$ cat config.mk
export PLATFORM = sky130hd
export DESIGN_NAME = disp_scan_ctrl
export DESIGN_NICKNAME = d
export VERILOG_FILES = /design/src/rtl/disp_scan_ctrl.sv
export SDC_FILE = /design/constraint.sdc
export NUM_CORES = 1
export LEC_CHECK = 0
export CORE_ASPECT_RATIO = 0.75
export CORE_UTILIZATION = 55
export CTS_CLUSTER_SIZE = 10
export DETAILED_ROUTE_END_ITERATION = 10
export PLACE_DENSITY = 0.88
export SETUP_SLACK_MARGIN = 0.5
export SYNTH_ARGS = -nofsm -noshare
export SYNTH_HDL_FRONTEND = slang
export SYNTH_SLANG_ARGS = --single-unit
$ cat constraint.sdc
create_clock -name clk -period 3.2 [get_ports clk]
set_clock_uncertainty 0.15 [all_clocks]
set_input_delay 0.64 -clock clk [delete_from_list [all_inputs] [get_ports clk]]
set_output_delay 0.64 -clock clk [all_outputs]
set_load 0.05 [all_outputs]
$ cat src/rtl/disp_scan_ctrl.sv
// rtl/disp_scan_ctrl.sv - 4-digit seven-segment scan controller
// Prescaled digit sequencer with double-buffered display word, leading-zero blanking and blink.
module disp_scan_ctrl #(
  parameter int DIV          = 131072,
  parameter int BLINK_FRAMES = 64
) (
  input  logic        clk,
  input  logic        rst_n,
  input  logic        enable,
  input  logic        load_req,
  input  logic [15:0] load_data,
  output logic        load_ack,
  input  logic        blank_lz,
  input  logic        blink_en,
  output logic [1:0]  sel,
  output logic [3:0]  digit,
  output logic [3:0]  cat,
  output logic        frame_start
);

  localparam int CW = $clog2(DIV);
  localparam int BW = (BLINK_FRAMES > 1) ? $clog2(BLINK_FRAMES) : 1;

  logic [CW-1:0] count;
  logic [BW-1:0] blink_cnt;
  logic          blink_off;
  logic [15:0]   active;
  logic [15:0]   shadow;
  logic          pending;

  logic          tick;
  logic          wrap;
  logic          capture;
  logic          commit;
  logic [CW-1:0] count_nx;
  logic [1:0]    sel_nx;
  logic [15:0]   active_nx;
  logic [BW-1:0] blink_cnt_nx;
  logic          blink_off_nx;
  logic          lz_nx;
  logic          dark_nx;
  logic [3:0]    digit_nx;
  logic [3:0]    cat_nx;

  always_comb begin
    tick    = enable && (count == CW'(DIV - 1));
    wrap    = tick && (sel == 2'd3);
    // A word captured while pending=0 cannot commit on the same edge, so it waits for the next wrap.
    capture = load_req && !pending && !load_ack;
    commit  = pending && (enable ? wrap : 1'b1);

    count_nx  = (!enable || tick) ? '0 : count + 1'b1;
    sel_nx    = !enable ? 2'd0 : (tick ? sel + 2'd1 : sel);
    active_nx = commit ? shadow : active;

    blink_cnt_nx = blink_cnt;
    blink_off_nx = blink_off;
    if (!blink_en) begin
      blink_cnt_nx = '0;
      blink_off_nx = 1'b0;
    end else if (wrap) begin
      if (blink_cnt == BW'(BLINK_FRAMES - 1)) begin
        blink_cnt_nx = '0;
        blink_off_nx = !blink_off;
      end else begin
        blink_cnt_nx = blink_cnt + 1'b1;
      end
    end

    // Outputs are computed from next-state values so digit/cat track sel on the same edge.
    digit_nx = 4'(active_nx >> {sel_nx, 2'b00});
    case (sel_nx)
      2'd1:    lz_nx = (active_nx[15:4] == 12'h000);
      2'd2:    lz_nx = (active_nx[15:8] == 8'h00);
      2'd3:    lz_nx = (active_nx[15:12] == 4'h0);
      default: lz_nx = 1'b0;
    endcase
    dark_nx = !enable || (blink_en && blink_off_nx) || (blank_lz && lz_nx);
    cat_nx  = dark_nx ? 4'hF : ~(4'b0001 << sel_nx);
  end

  always_ff @(posedge clk or negedge rst_n) begin
    if (!rst_n) begin
      count       <= '0;
      sel         <= 2'd0;
      blink_cnt   <= '0;
      blink_off   <= 1'b0;
      active      <= 16'h0000;
      shadow      <= 16'h0000;
      pending     <= 1'b0;
      load_ack    <= 1'b0;
      frame_start <= 1'b0;
      cat         <= 4'hF;
      digit       <= 4'h0;
    end else begin
      count       <= count_nx;
      sel         <= sel_nx;
      blink_cnt   <= blink_cnt_nx;
      blink_off   <= blink_off_nx;
      active      <= active_nx;
      load_ack    <= capture;
      frame_start <= wrap;
      cat         <= cat_nx;
      digit       <= digit_nx;
      if (capture) begin
        shadow  <= load_data;
        pending <= 1'b1;
      end else if (commit) begin
        pending <= 1'b0;
      end
    end
  end

endmodule

# ---- Word-level counts from Yosys, hierarchy flattened
# Index checks and enable logic that the tools add are counted.
# W data, S select, Z words.
dict set report classes {
  n_addsub 3
  eq_ne 7
  shift 2
  muxes 15
  bitwise_logic 1
  reduce_logical 18
}
# cell count
set op_table {}
lappend op_table {{$mux W6} 3}
lappend op_table {{$add A17 B1 Y17 const B} 1}
lappend op_table {{$eq A17 B17 Y1 const B} 1}
lappend op_table {{$mux W17} 1}
lappend op_table {{$mux W16} 1}
lappend op_table {{$shr A16 B4 Y4} 1}
lappend op_table {{$logic_not A12 Y1} 1}
lappend op_table {{$logic_not A8 Y1} 1}
lappend op_table {{$logic_and A1 B1 Y1} 7}
lappend op_table {{$add A6 B1 Y6 const B} 1}
lappend op_table {{$eq A2 B2 Y1 const B} 3}
lappend op_table {{$eq A6 B6 Y1 const B} 1}
lappend op_table {{$mux W1} 6}
lappend op_table {{$logic_not A1 Y1} 4}
lappend op_table {{$logic_not A4 Y1} 1}
lappend op_table {{$mux W2} 2}
lappend op_table {{$mux W4} 1}
lappend op_table {{$not A4 Y4} 1}
lappend op_table {{$shl A1 B2 Y4 const A} 1}
lappend op_table {{$logic_or A1 B1 Y1} 3}
lappend op_table {{$pmux W1 S3} 1}
lappend op_table {{$add A2 B1 Y2 const B} 1}
lappend op_table {{$eq A2 B1 Y1 const B} 1}
lappend op_table {{$ne A2 B1 Y1 const B} 1}
lappend op_table {{$reduce_bool A2 Y1} 1}
dict set report word_totals {
  register_bits 69
  inputBits 22
  output_inout_bits 12
}

# ---- Longest topological paths before layout
dict set report logic_depth {
  ltp_word 11
  ltp_mapped 10
  mapped_depth_nobuf 8
}

# ---- Least setup slack after synthesis
# Ideal clock, no wire load.
dict set report synth_path {
  path_type {reg-to-reg}
  start {register count[0]}
  end {register cat[1]}
  arrival_time_ps 2225
  t_required_ps 2945
  path_slack_ps 720
  path_stages_with_launch 10
  path_buffers 1
  period_less_slack_ps 2480
  cell_sequence {dfrtp_1 -> ha_1 -> nand3_1 -> nor4_1 -> ha_1 -> buf_6 -> nand4_1 -> nor3_1 -> mux2i_1 -> o2111ai_2}
}
dict set report synth_between {
  elab_chain_cells 11
  elab_cells_between_ends 24
}
# item line
set synth_rtl {}
lappend synth_rtl {{start: declaration} 24} ;# logic [CW-1:0] count;
lappend synth_rtl {{start signal: assignment} 96} ;# count <= count_nx;
lappend synth_rtl {{$eq A17 B17 Y1 *} 46} ;# tick = enable && (count == CW'(DIV - 1));
lappend synth_rtl {{$logic_and A1 B1 Y1 *} 46}
lappend synth_rtl {{$logic_and A1 B1 Y1} 47} ;# wrap = tick && (sel == 2'd3);
lappend synth_rtl {{$mux W1} 50} ;# commit = pending && (enable ? wrap : 1'b1);
lappend synth_rtl {{$logic_and A1 B1 Y1} 50}
lappend synth_rtl {{$mux W16} 54} ;# active_nx = commit ? shadow : active;
lappend synth_rtl {{$logic_not A12 Y1, or another cell as far along} 73} ;# 2'd1: lz_nx = (active_nx[15:4] == 12'h000);
lappend synth_rtl {{$pmux W1 S3} 72} ;# case (sel_nx)
lappend synth_rtl {{$logic_and A1 B1 Y1} 78} ;# dark_nx = !enable || (blink_en && blink_off_nx) || (blank_lz && lz_nx);
lappend synth_rtl {{$logic_or A1 B1 Y1} 78}
lappend synth_rtl {{$mux W4 *} 79} ;# cat_nx = dark_nx ? 4'hF : ~(4'b0001 << sel_nx);
lappend synth_rtl {{net cat_nx[1]} 43} ;# logic [3:0] cat_nx;
lappend synth_rtl {{end signal: assignment} 103} ;# cat <= cat_nx;
lappend synth_rtl {{end: declaration} 17} ;# output logic [3:0] cat,
# Mark *: on every way through the listed nets, which the timed path passes. The rest lies on a longest branch.
# A chain may end at the register's enable or synchronous reset.

# ---- Final worst setup path
dict set report layout_path {
  start {register count[0]}
  end {register digit[3]}
}
dict set report layout_between {
  elab_chain_cells 7
  elab_cells_between_ends 9
}
# item line
set layout_rtl {}
lappend layout_rtl {{$eq A17 B17 Y1 *} 46}
lappend layout_rtl {{$logic_and A1 B1 Y1 *} 46}
lappend layout_rtl {{$logic_and A1 B1 Y1} 47}
lappend layout_rtl {{$mux W1} 50}
lappend layout_rtl {{$logic_and A1 B1 Y1} 50}
lappend layout_rtl {{$mux W16} 54}
lappend layout_rtl {{$shr A16 B4 Y4 *} 71} ;# digit_nx = 4'(active_nx >> {sel_nx, 2'b00});
lappend layout_rtl {{net digit_nx[3]} 42} ;# logic [3:0] digit_nx;
lappend layout_rtl {{end signal: assignment} 104} ;# digit <= digit_nx;
lappend layout_rtl {{end: declaration} 16} ;# output logic [3:0] digit,
# Marked as above.

==> impl_metrics.csv <==
group,metric,value,unit
timing,slew_headroom,0.525,
placed_design,dp.cells,387,
finish,final_util,0.716,
synthesis,synth_area_per_cell,11.3,um2
clock_network,htree_levels,3,
timing,maxSlewViolCount,0,
timing,hold_violations,0,
timing,postLayoutSetupSlackWorst,684,ps
worst_setup_path,cpPeakStageDelay,430,ps
clock_network,clk_latency,350,ps
global_routing,grt_pass1_vias,2317,
route,ant_nets,0,
route,avgViaCountPerCell,5.75,
clock_network,cts_buffers,9,
clock_network,ctsHoldBuffers,0,
worst_setup_path,critPathMaxFanout,20,
finish,area_growth_syn_to_layout,22.0,%
timing,max_clock_freq,398,MHz
synthesis,synth-edff-count,0,
route,drt_iter0_drc,125,
route,drcViolationCount,0,
route,dr.pass1.iters,4,
clock_network,cts_tree,"done",
placed_design,routabilityCongestion,0.847,
route,drt_wl_total,6670,um
worst_setup_path,crit_type,"flop to flop",
min_path,hp-class,"input port to asynchronous set/reset pin",
timing,rsz0062_at_grt,"false",
worst_setup_path,cp-start-kind,"flop",
flow_run,drv_cap,0,
worst_setup_path,cp.required,3270,ps
synthesis,ys_seq_area_frac,0.540,
clock_network,cts.path.max_buffers,2,
clock_network,cts_root_buffer,"clkbuf_8",
finish,drive_gt1_frac,0.187,
floorplan,io_pins,34,
timing,period_share,0.786,
floorplan,die_w,90.2,um
placed_design,dp_hpwl,4490,um
floorplan,fp.dieH,68.2,um
worst_setup_path,slowest_stage,"dfrtp_1",
global_routing,antenna_found_initial,0,
finish,fillCellCount,406,
global_routing,grt_overflow,0,
floorplan,dieArea,6150,um2
power,p_leak,1.75,nW
power,vdd_drop_max,0.000459,V
finish,n_antenna_cell,0,
placed_design,post-place-ws,445,ps
synthesis,netlist_instances,284,
clock_network,path_clk_slew,70,ps
finish,fin_cells,407,
worst_setup_path,cp-end-kind,"flop",
run_status,outcome,"finished, final reports clean",
global_routing,grt_pass1_wl,11000,um
route,wire_per_inst,16.4,um
timing,fin_setup_tns,0,ps
synthesis,async_flop_share,1.00,
power,power_density,654,nW/um2
timing,period_needed,2520,ps
floorplan,core_area,5470,um2
synthesis,yosys_warnings,0,
worst_setup_path,cp_data_arrival_time,2590,ps
synthesis,synth.cell_area,3210,um2
power,power,0.00256,W
global_routing,grt_usage,0.239,
worst_setup_path,crit_chain,"ha_4, nand3_4, nor4_4, ha_2, a21bo_4, nand2_1, buf_4, a211oi_1, nor4_1",
floorplan,rows,23,
synthesis,synth_cell_types,44,
synthesis,ys_seq_elements,69,
route,vias,2341,
placed_design,port_buffers,33,
timing,tightest_slew,713,ps
synthesis,synthesis.nets,310,
finish,layout.nets,354,
global_routing,grt_max_degree,26,
floorplan,initial_core_util,0.587,
synthesis,synth_top_flop_cell,"dfrtp_1",
clock_network,cts_sinks,69,
timing,finalSetupViolCount,0,
## timing repair
action	4_1_cts	5_1_grt
setup buffers	0	4
endpoints found under the hold margin	0	0
endpoints found under the setup margin	8	10
pin swaps	2	4
resized for setup	4	11
cloned	1	0
## sequential cells by signal, summed over array words and instances (netlist names)
signal / cells
digit: 4
load_ack: 1
active: 16
count: 17
shadow: 16
frame_start: 1
sel: 2
blink_cnt: 6
pending: 1
cat: 4
blink_off: 1
## power by group
group | switching, W | internal (W)
logic | 0.000306 | 0.000306
registers | 0.000195 | 0.00111
clock network | 0.000307 | 0.000340
total | 0.000808 | 0.00175
## critical path: cells and delay by family (launching register included)
family                   cells  cell delay, ps
flip-flops                   1             430
adder cells (fa/ha/maj)      2             450
buffers and inverters        1             240
AND/OR/NAND/NOR              4             600
AO/OA/AOI/OAI                2             530
## synthesized netlist by cell type, types with 5 or more instances
cell type,count,area share
a211oi_1,16,0.037
nor4_1,10,0.019
a21o_1,14,0.033
nor3_1,6,0.0094
mux2_2,14,0.049
inv_1,10,0.012
nand2_1,12,0.014
buf_2,6,0.0094
a21boi_0,5,0.012
nand4_1,6,0.012
and3_1,16,0.031
o21ai_0,6,0.0094
nor2_1,19,0.022
xnor2_1,13,0.035
clkbuf_1,5,0.0058
nand3_1,14,0.022
dfrtp_1,65,0.51
## per-layer routing
layer  track usage  routed length (um)
met1         0.300                2970
met2         0.397                3210
met3        0.0911                 372
met4        0.0645                 110
met5             0                   0
## cell families after synthesis
family | Yosys count | synth area share
flip-flops | 69 | 0.540
XOR/XNOR | 15 | 0.0409
AO/OA/AOI/OAI | 57 | 0.143
multiplexers | 19 | 0.0659
adder cells (fa/ha/maj) | 4 | 0.0156
buffers and inverters | 23 | 0.0339
AND/OR/NAND/NOR | 97 | 0.161
## per-stage QoR
stage	hold WS, ps	cell area (um2)
after floorplan	194	3210
after global placement	311	3620
after detailed placement	318	3620
after CTS	106	3820
after global routing	132	3920
final	99.1	3920
## placed cells by master, fill, tap and decap left out, drive strengths merged, types with 6 or more instances in the layout
cell           netlist  final
nor3                 6      6
a211oi              16     16
nand2               12     12
and3                16     16
dfrtp               65     65
mux2                17     17
nor4                10     10
nand3               14     14
nand4                6      6
xnor2               13     13
clkdlybuf4s50        0     32
a21o                15     15
o21ai                6      6
clkbuf               5     14
a21boi               6      6
nor2                19     19
buf                  8     13
inv                 10     10
## layout make-up
| type | count | area (um2) | area share |
|---|---|---|---|
| clock buffer | 14 | 173 | 0.0441 |
| clock inverter | 1 | 5.00 | 0.00128 |
| inverter | 10 | 37.5 | 0.00958 |
| multi-input combinational | 193 | 1460 | 0.372 |
| sequential | 69 | 1730 | 0.442 |
| tap | 75 | 93.8 | 0.0240 |
| timing repair buffer | 45 | 419 | 0.107 |
## final timing paths
check	endpoint	cells after the start	from	slack, ps
worst max-delay path	digit[3]$_DFF_PN0_	9	count[0]$_DFF_PN0_	680
worst min-delay path	count[13]$_DFF_PN0_	1	rst_n	100
worst max register to register	digit[3]$_DFF_PN0_	9	count[0]$_DFF_PN0_	680
worst min register to register	active[2]$_DFF_PN0_	1	active[2]$_DFF_PN0_	330
max in group asynchronous	cat[3]$_DFF_PN1_	2	rst_n	2060
min in group clk	active[2]$_DFF_PN0_	1	active[2]$_DFF_PN0_	330
(Power assumes the default switching activity.)
